[config.mk]
export PLATFORM = sky130hd
export DESIGN_NAME = sym_sched_flat
export DESIGN_NICKNAME = d
export VERILOG_FILES = /design/src/rtl/sym_sched_pkg.sv /design/src/rtl/sym_sched_if.sv /design/src/rtl/sym_sched_cnt.sv /design/src/rtl/sym_sched.sv /design/src/flat_wrapper.sv
export SDC_FILE = /design/constraint.sdc
export NUM_CORES = 1
export LEC_CHECK = 0
export BUFFER_PORTS_ARGS = -buffer_cell sky130_fd_sc_hd__buf_2
export CORE_MARGIN = 5
export CORE_UTILIZATION = 39
export CTS_CLUSTER_DIAMETER = 120
export DETAILED_ROUTE_END_ITERATION = 6
export PLACE_DENSITY = 0.86
export SLEW_MARGIN = 20
export SYNTH_ARGS = -nofsm -noshare
export SYNTH_HDL_FRONTEND = slang
export SYNTH_HIERARCHICAL = 1
export SYNTH_SLANG_ARGS = --single-unit
[constraint.sdc]
create_clock -name i_clk -period 2.7 [get_ports i_clk]
set_input_delay 0.54 -clock i_clk [delete_from_list [all_inputs] [get_ports i_clk]]
set_output_delay 0.54 -clock i_clk [all_outputs]
set_load 0.05 [all_outputs]
[src/rtl/sym_sched_pkg.sv]
// rtl/sym_sched_pkg.sv - shared types and constants for the OFDM symbol scheduler
package sym_sched_pkg;

    // Samples per OFDM symbol, shared with the IFFT modulator
    localparam int N_FFT_DEF = 256;
    localparam int CNT_W_DEF = 8;

    typedef enum logic [2:0] {
        ST_IDLE,
        ST_ARB,
        ST_XFER_P,
        ST_XFER_D,
        ST_PAD
    } state_t;

    localparam logic [1:0] GNT_NONE = 2'b00;
    localparam logic [1:0] GNT_P    = 2'b01;
    localparam logic [1:0] GNT_D    = 2'b10;

endpackage

[src/rtl/sym_sched_if.sv]
// rtl/sym_sched_if.sv - preamble, data and downstream bus bundle of the symbol scheduler
interface sym_sched_if;

    // preamble source
    logic [31:0] p_dat;
    logic        p_cyc;
    logic        p_stb;
    logic        p_we;
    logic        p_ack;

    // data-symbol source
    logic [31:0] d_dat;
    logic        d_cyc;
    logic        d_stb;
    logic        d_we;
    logic        d_ack;

    // downstream to the IFFT modulator
    logic [31:0] dat;
    logic        cyc;
    logic        stb;
    logic        we;
    logic        ack;

    // scheduler view: slave to both sources, master towards the modulator
    modport master (
        input  p_dat, p_cyc, p_stb, p_we,
        output p_ack,
        input  d_dat, d_cyc, d_stb, d_we,
        output d_ack,
        output dat, cyc, stb, we,
        input  ack
    );

    // environment view: the two sources and the modulator
    modport slave (
        output p_dat, p_cyc, p_stb, p_we,
        input  p_ack,
        output d_dat, d_cyc, d_stb, d_we,
        input  d_ack,
        input  dat, cyc, stb, we,
        output ack
    );

endinterface

[src/rtl/sym_sched_cnt.sv]
// rtl/sym_sched_cnt.sv - enabled modulo-N sample counter with terminal-count flag
module sym_cnt #(
    parameter int N = 256,
    parameter int W = 8
) (
    input  logic         i_clk,
    input  logic         i_rst,
    input  logic         i_en,
    output logic [W-1:0] o_cnt,
    output logic         o_tc
);

    localparam logic [W-1:0] LAST = W'(N - 1);

    logic [W-1:0] r_cnt;

    // count accepted samples, wrapping at the end of the symbol
    always_ff @(posedge i_clk) begin
        if (i_rst) begin
            r_cnt <= '0;
        end else if (i_en) begin
            r_cnt <= (r_cnt == LAST) ? '0 : r_cnt + 1'b1;
        end
    end

    assign o_cnt = r_cnt;
    assign o_tc  = (r_cnt == LAST);

endmodule

[src/rtl/sym_sched.sv]
// rtl/sym_sched.sv - symbol-granular arbiter between preamble and data sources with zero padding
module sym_sched
    import sym_sched_pkg::*;
#(
    parameter int N_FFT = N_FFT_DEF,
    parameter int CNT_W = CNT_W_DEF
) (
    input  logic             i_clk,
    input  logic             i_rst,
    sym_sched_if.master      bus,
    output logic [1:0]       o_gnt,
    output logic [CNT_W-1:0] o_smp_cnt,
    output logic             o_sym_done,
    output logic             o_pad_err
);

    state_t      r_state;
    logic        r_cyc;
    logic [1:0]  r_gnt;
    logic        r_sym_done;
    logic        r_pad_err;

    logic [31:0]      w_dat;
    logic             w_stb;
    logic             w_p_ack;
    logic             w_d_ack;
    logic             w_accept;
    logic             w_tc;
    logic             w_src_cyc;
    logic [CNT_W-1:0] w_cnt;

    // Route the granted source straight through; a source that has dropped
    // cyc is not allowed to strobe, so a departing source never lands a sample.
    always_comb begin
        w_dat   = '0;
        w_stb   = 1'b0;
        w_p_ack = 1'b0;
        w_d_ack = 1'b0;
        case (r_state)
            ST_XFER_P: begin
                w_dat   = bus.p_dat;
                w_stb   = bus.p_cyc & bus.p_stb & bus.p_we;
                w_p_ack = w_stb & bus.ack;
            end
            ST_XFER_D: begin
                w_dat   = bus.d_dat;
                w_stb   = bus.d_cyc & bus.d_stb & bus.d_we;
                w_d_ack = w_stb & bus.ack;
            end
            ST_PAD: begin
                w_stb = 1'b1;
            end
            default: begin
            end
        endcase
    end

    assign w_accept  = w_stb & bus.ack;
    assign w_src_cyc = (r_state == ST_XFER_P) ? bus.p_cyc : bus.d_cyc;

    sym_cnt #(
        .N (N_FFT),
        .W (CNT_W)
    ) u_cnt (
        .i_clk (i_clk),
        .i_rst (i_rst),
        .i_en  (w_accept),
        .o_cnt (w_cnt),
        .o_tc  (w_tc)
    );

    // Arbitration, transfer and padding control; status outputs registered
    always_ff @(posedge i_clk) begin
        if (i_rst) begin
            r_state    <= ST_IDLE;
            r_cyc      <= 1'b0;
            r_gnt      <= GNT_NONE;
            r_sym_done <= 1'b0;
            r_pad_err  <= 1'b0;
        end else begin
            r_sym_done <= 1'b0;
            r_pad_err  <= 1'b0;
            case (r_state)
                ST_IDLE: begin
                    if (bus.p_cyc || bus.d_cyc) begin
                        r_state <= ST_ARB;
                        r_cyc   <= 1'b1;
                    end
                end
                ST_ARB: begin
                    if (bus.p_cyc) begin
                        r_state <= ST_XFER_P;
                        r_gnt   <= GNT_P;
                    end else if (bus.d_cyc) begin
                        r_state <= ST_XFER_D;
                        r_gnt   <= GNT_D;
                    end else begin
                        r_state <= ST_IDLE;
                        r_cyc   <= 1'b0;
                        r_gnt   <= GNT_NONE;
                    end
                end
                ST_XFER_P, ST_XFER_D, ST_PAD: begin
                    if (w_accept && w_tc) begin
                        r_state    <= ST_ARB;
                        r_sym_done <= 1'b1;
                    end else if (r_state != ST_PAD && !w_src_cyc) begin
                        // a source leaving mid-symbol is replaced by zeros so
                        // the modulator always sees whole symbols
                        if (w_cnt != '0) begin
                            r_state   <= ST_PAD;
                            r_pad_err <= 1'b1;
                        end else begin
                            r_state <= ST_ARB;
                        end
                    end
                end
                default: begin
                    r_state <= ST_IDLE;
                    r_cyc   <= 1'b0;
                end
            endcase
        end
    end

    assign bus.dat   = w_dat;
    assign bus.stb   = w_stb;
    assign bus.we    = w_stb;
    assign bus.cyc   = r_cyc;
    assign bus.p_ack = w_p_ack;
    assign bus.d_ack = w_d_ack;

    assign o_gnt      = r_gnt;
    assign o_smp_cnt  = w_cnt;
    assign o_sym_done = r_sym_done;
    assign o_pad_err  = r_pad_err;

endmodule

[src/flat_wrapper.sv]
// flat-port wrapper written by rule: the top's interface ports become plain ports
module sym_sched_flat import sym_sched_pkg::*;
#(
    parameter int N_FFT = N_FFT_DEF,
    parameter int CNT_W = CNT_W_DEF
)
  (i_clk, i_rst, o_gnt, o_smp_cnt, o_sym_done, o_pad_err, bus_p_dat, bus_p_cyc, bus_p_stb, bus_p_we, bus_p_ack, bus_d_dat, bus_d_cyc, bus_d_stb, bus_d_we, bus_d_ack, bus_dat, bus_cyc, bus_stb, bus_we, bus_ack);
  sym_sched_if bus_i ();
  input  logic i_clk;
  input  logic i_rst;
  output logic [1:0] o_gnt;
  output logic [CNT_W-1:0] o_smp_cnt;
  output logic o_sym_done;
  output logic o_pad_err;
  input wire logic [$bits(bus_i.p_dat)-1:0] bus_p_dat;
  input wire logic [$bits(bus_i.p_cyc)-1:0] bus_p_cyc;
  input wire logic [$bits(bus_i.p_stb)-1:0] bus_p_stb;
  input wire logic [$bits(bus_i.p_we)-1:0] bus_p_we;
  output wire logic [$bits(bus_i.p_ack)-1:0] bus_p_ack;
  input wire logic [$bits(bus_i.d_dat)-1:0] bus_d_dat;
  input wire logic [$bits(bus_i.d_cyc)-1:0] bus_d_cyc;
  input wire logic [$bits(bus_i.d_stb)-1:0] bus_d_stb;
  input wire logic [$bits(bus_i.d_we)-1:0] bus_d_we;
  output wire logic [$bits(bus_i.d_ack)-1:0] bus_d_ack;
  output wire logic [$bits(bus_i.dat)-1:0] bus_dat;
  output wire logic [$bits(bus_i.cyc)-1:0] bus_cyc;
  output wire logic [$bits(bus_i.stb)-1:0] bus_stb;
  output wire logic [$bits(bus_i.we)-1:0] bus_we;
  input wire logic [$bits(bus_i.ack)-1:0] bus_ack;
  assign bus_i.p_dat = bus_p_dat;
  assign bus_i.p_cyc = bus_p_cyc;
  assign bus_i.p_stb = bus_p_stb;
  assign bus_i.p_we = bus_p_we;
  assign bus_p_ack = bus_i.p_ack;
  assign bus_i.d_dat = bus_d_dat;
  assign bus_i.d_cyc = bus_d_cyc;
  assign bus_i.d_stb = bus_d_stb;
  assign bus_i.d_we = bus_d_we;
  assign bus_d_ack = bus_i.d_ack;
  assign bus_dat = bus_i.dat;
  assign bus_cyc = bus_i.cyc;
  assign bus_stb = bus_i.stb;
  assign bus_we = bus_i.we;
  assign bus_i.ack = bus_ack;
  sym_sched #(.N_FFT(N_FFT), .CNT_W(CNT_W)) u_core (.i_clk(i_clk), .i_rst(i_rst), .bus(bus_i), .o_gnt(o_gnt), .o_smp_cnt(o_smp_cnt), .o_sym_done(o_sym_done), .o_pad_err(o_pad_err));
endmodule
==> run_results.csv <==
group,metric,value,unit
synth,postSynthRegisterBits,16,
critical_path,timing.critical_path.from_type,"register",
finish,diodes,0,
power_and_ir_drop,report.power.total,762.6,uW
timing,hold_fails_final_rpt,0,
finish,area.growth.synth_to_final,45.89,%
clock_tree,clock_sink_count,16,
finish,final_layout_size_suffix_gt1_share,46.46,%
critical_path,r2r_end,"u_core/u_cnt/o_cnt[5]",
finish,regArea,321.6,sq um
clock_tree,clk_pin_slew,0.07,ns
place,dp_hpwl,3969,um
synth,synth.cell_area,1431,sq um
critical_path,cp_num_buf_inv,2,
power_and_ir_drop,maximum_vdd_drop,0.2883,mV
critical_path,crit_chain,"nand2b_1 > buf_4 > nor4_2 > buf_2",
critical_path,reg2reg_path_depth,6,
critical_path,critical-path-top-delay-family,"buffers and inverters",
synth,largest_family_of_logic_cells_by_synthesized_area,"simple AND/OR/NAND/NOR gates",
drt,post_route_drc_violation_count,0,
synth,post_synth_inst_count,184,
synth,yosysSeqAreaShare,22.38,%
finish,layout.cells.most_common_list,"121 x sky130_fd_sc_hd__buf_2, 43 x sky130_fd_sc_hd__nor2_1, 35 x sky130_fd_sc_hd__mux2i_1",
power_and_ir_drop,total_leakage_power,0.001060,uW
timing,slew_headroom,64.36,%
critical_path,timing.critical_path.to,"bus_p_ack",
drt,post_drt_wl_per_cell,14.36,um
grt,grt_max_degree,36,
die,placementRows,22,
drt,num_vias,1717,
drt,drt-vias-per-instance,4.977,
die,initial_core_utilization,39.69,%
timing,rsz0062_at_grt,"false",
drt,dr.pass1.iters,4,
synth,post-synth-top-area-fraction,24.48,%
finish,area_occupied_by_multi_input_gates,1008,sq um
grt,grt-ovfl-total,0,
critical_path,timing.reg2reg.setup_slack,0.39,ns
timing,totalNegativeSetupSlack,0,ns
min_path,holdCritPathClass,"register to register",
drt,detail_route.iter0.violations,138,
outcome,run_status,"finished, final reports clean",
timing,slew_viol_final,0,
synth,synth_simple_gate_area_share,29.55,%
synth,synth_edf_count,0,
grt,track_usage,18.90,%
place,io_buffers,121,
synth,xor_xnor_portion_of_the_synthesized_cell_area,1.836,%
synth,synth.area.top_cells,"sky130_fd_sc_hd__mux2i_1 24%, sky130_fd_sc_hd__dfxtp_1 22%, sky130_fd_sc_hd__nor2_1 11%",
clock_tree,post-cts-setup-buffers,0,
critical_path,timing.critical_path.slowest_cell_delay,0.56,ns
finish,fill_count,348,
grt,global_route_wire_length_before_repair,7645,um
clock_tree,ctsHoldBuffers,0,
timing,setup_viol_count_final,0,
timing,final_min_period_over_clock_period,85.95,%
die,die-width,70.58,um
clock_tree,cts_root_buf,"sky130_fd_sc_hd__clkbuf_8",
finish,layout.nets,372,
synth,synth.area.mux_share,24.48,%
clock_tree,cts-resized-gates,0,
clock_tree,tritoncts_buffer_count,3,
die,die_area,4982,sq um
critical_path,crit_slowest_cell,"sky130_fd_sc_hd__dfxtp_1",
finish,most_common_cell_after_layout_fill_and_taps_aside,"sky130_fd_sc_hd__buf_2",
critical_path,cp.required,2.16,ns
synth,synth_compound_gate_area_share,13.29,%
synth,synth_nets,258,
finish,layoutNonFillerInstCount,345,
synth,yosys_warnings,6,
synth,ys_types,40,
synth,ys_dominant_reg_cell,"sky130_fd_sc_hd__dfxtp_1",
timing,worstMarginPinSlew,0.5347,ns
finish,layout.core_utilization,57.91,%
place,gpl.final_weighted_congestion,0.7829,
critical_path,critPathCaptureType,"output pin",
synth,netlist.top_cell.by_area,"sky130_fd_sc_hd__mux2i_1",
grt,initial_antenna_violation_count,0,
timing,max_freq,430.9,MHz
synth,synthAdderAreaFrac,0.8741,%
clock_tree,cts.htree.levels,1,
die,core-area,3606,sq um
critical_path,critPathKind,"register to output pin",
timing,period_minus_slack,2.321,ns
clock_tree,clk-insertion-delay-late,0.26,ns
critical_path,cp_data_arrival_time,1.78,ns
drt,drt.antenna.violating_nets,0,
die,design.portCount,122,
place,placed_cells,341,
critical_path,worstReg2RegStart,"u_core/r_state[2]",
power_and_ir_drop,power_density,365.2,nW/um^2
clock_tree,tritoncts,"built",
flow_run,drv_cap,0,
timing,whs,0.4718,ns
critical_path,worstSetupPathDepth,4,
critical_path,timing.critical_path.from,"u_core/r_state[1]",
synth,synth.avg_cell_area,7.779,sq um
timing,clock-skew-final,0.004577,ns
grt,grt_pass1_vias,1596,
synth,postSynth.asyncResetShare,0,%
die,die_h,70.58,um
clock_tree,cts_max_path_buffers,2,
critical_path,timing.critical_path.fanout_max,35,
drt,totalWireLength,4953,um
per-layer routing:
metal / global-route usage (%) / vias to the layer above / share of wire [%] / wire length (um)
met4: 6.263 / 0 / 2.1 / 105
met2: 30.87 / 74 / 50 / 2457
met5: 0 / - / 0 / 0
met1: 23.71 / 768 / 40 / 1963
met3: 5.824 / 10 / 8.6 / 427
li1: - / 865 / - / -
sequential cells by signal (all words and copies together), names as in the netlist:
register,flops
u_core/o_gnt,2
u_core/bus.cyc,1
u_core/r_state,3
u_core/u_cnt/o_cnt,8
u_core/o_pad_err,1
u_core/o_sym_done,1
metrics by stage:
stage | setup slack, ns | area (sq um)
after floorplan | 0.3937 | 1438
after global placement | 0.4481 | 2033
after detailed placement | 0.3538 | 2033
after CTS | 0.3691 | 2088
after global routing | 0.2186 | 2088
final | 0.3792 | 2088
cells in the mapped netlist, drive strengths merged, types with 2 or more instances:
master and n:
or3 2, nand3b 3, o22ai 3, mux2i 35, inv 6, or3b 2
o31a 2, and2 2, nor4 3, dfxtp 16, nand3 5, nand2b 4
nand4 2, a21oi 11, o21ai 6, o31ai 2, buf 10, xor2 3
nor2 43, nand2 8, nor3 4, clkbuf 4
area by class of cell:
type / instances / area share [%]
inverters: 6 / 1.078
flip-flops and latches: 16 / 15.40
repair buffers: 123 / 29.72
clock buffers: 4 / 2.636
well taps: 48 / 2.876
multi-input cells: 148 / 48.29
report_power, final:
group	internal [uW]	leakage (uW)	switching (uW)
Clock	130	0.0000288	91.3
Sequential	243	0.000130	8.33
Combinational	110	0.000902	180
worst reg2reg max path, cell delays in order, from the launching register on:
cell                      delay, ns
sky130_fd_sc_hd__dfxtp_1       0.54
sky130_fd_sc_hd__or3b_1        0.44
sky130_fd_sc_hd__o31a_4        0.15
sky130_fd_sc_hd__a21oi_2       0.37
sky130_fd_sc_hd__nand4_2       0.23
sky130_fd_sc_hd__or3_1         0.37
sky130_fd_sc_hd__a21oi_1       0.14
logic make-up after synthesis:
kind of cell,count (synthesis)
multiplexers,35
flip-flops,16
buffers and inverters,20
AO/OA/AOI/OAI,27
XOR/XNOR,3
adder cells (fa/ha/maj),1
AND/OR/NAND/NOR,82
how the worst min path moves through the flow:
stage                                        to             from  slack (ns)  depth (start not counted)
after floorplan           u_core/u_cnt/o_cnt[6]            i_rst        0.61                          1
after global routing            u_core/o_gnt[1]  u_core/o_gnt[1]        0.51                          2
final                           u_core/o_gnt[1]  u_core/o_gnt[1]        0.47                          2
after global placement          u_core/o_gnt[1]  u_core/o_gnt[1]        0.46                          2
after CTS                       u_core/o_gnt[1]  u_core/o_gnt[1]        0.47                          2
after detailed placement        u_core/o_gnt[1]  u_core/o_gnt[1]        0.46                          2
No activity file was read; power rests on OpenSTA's default activity.
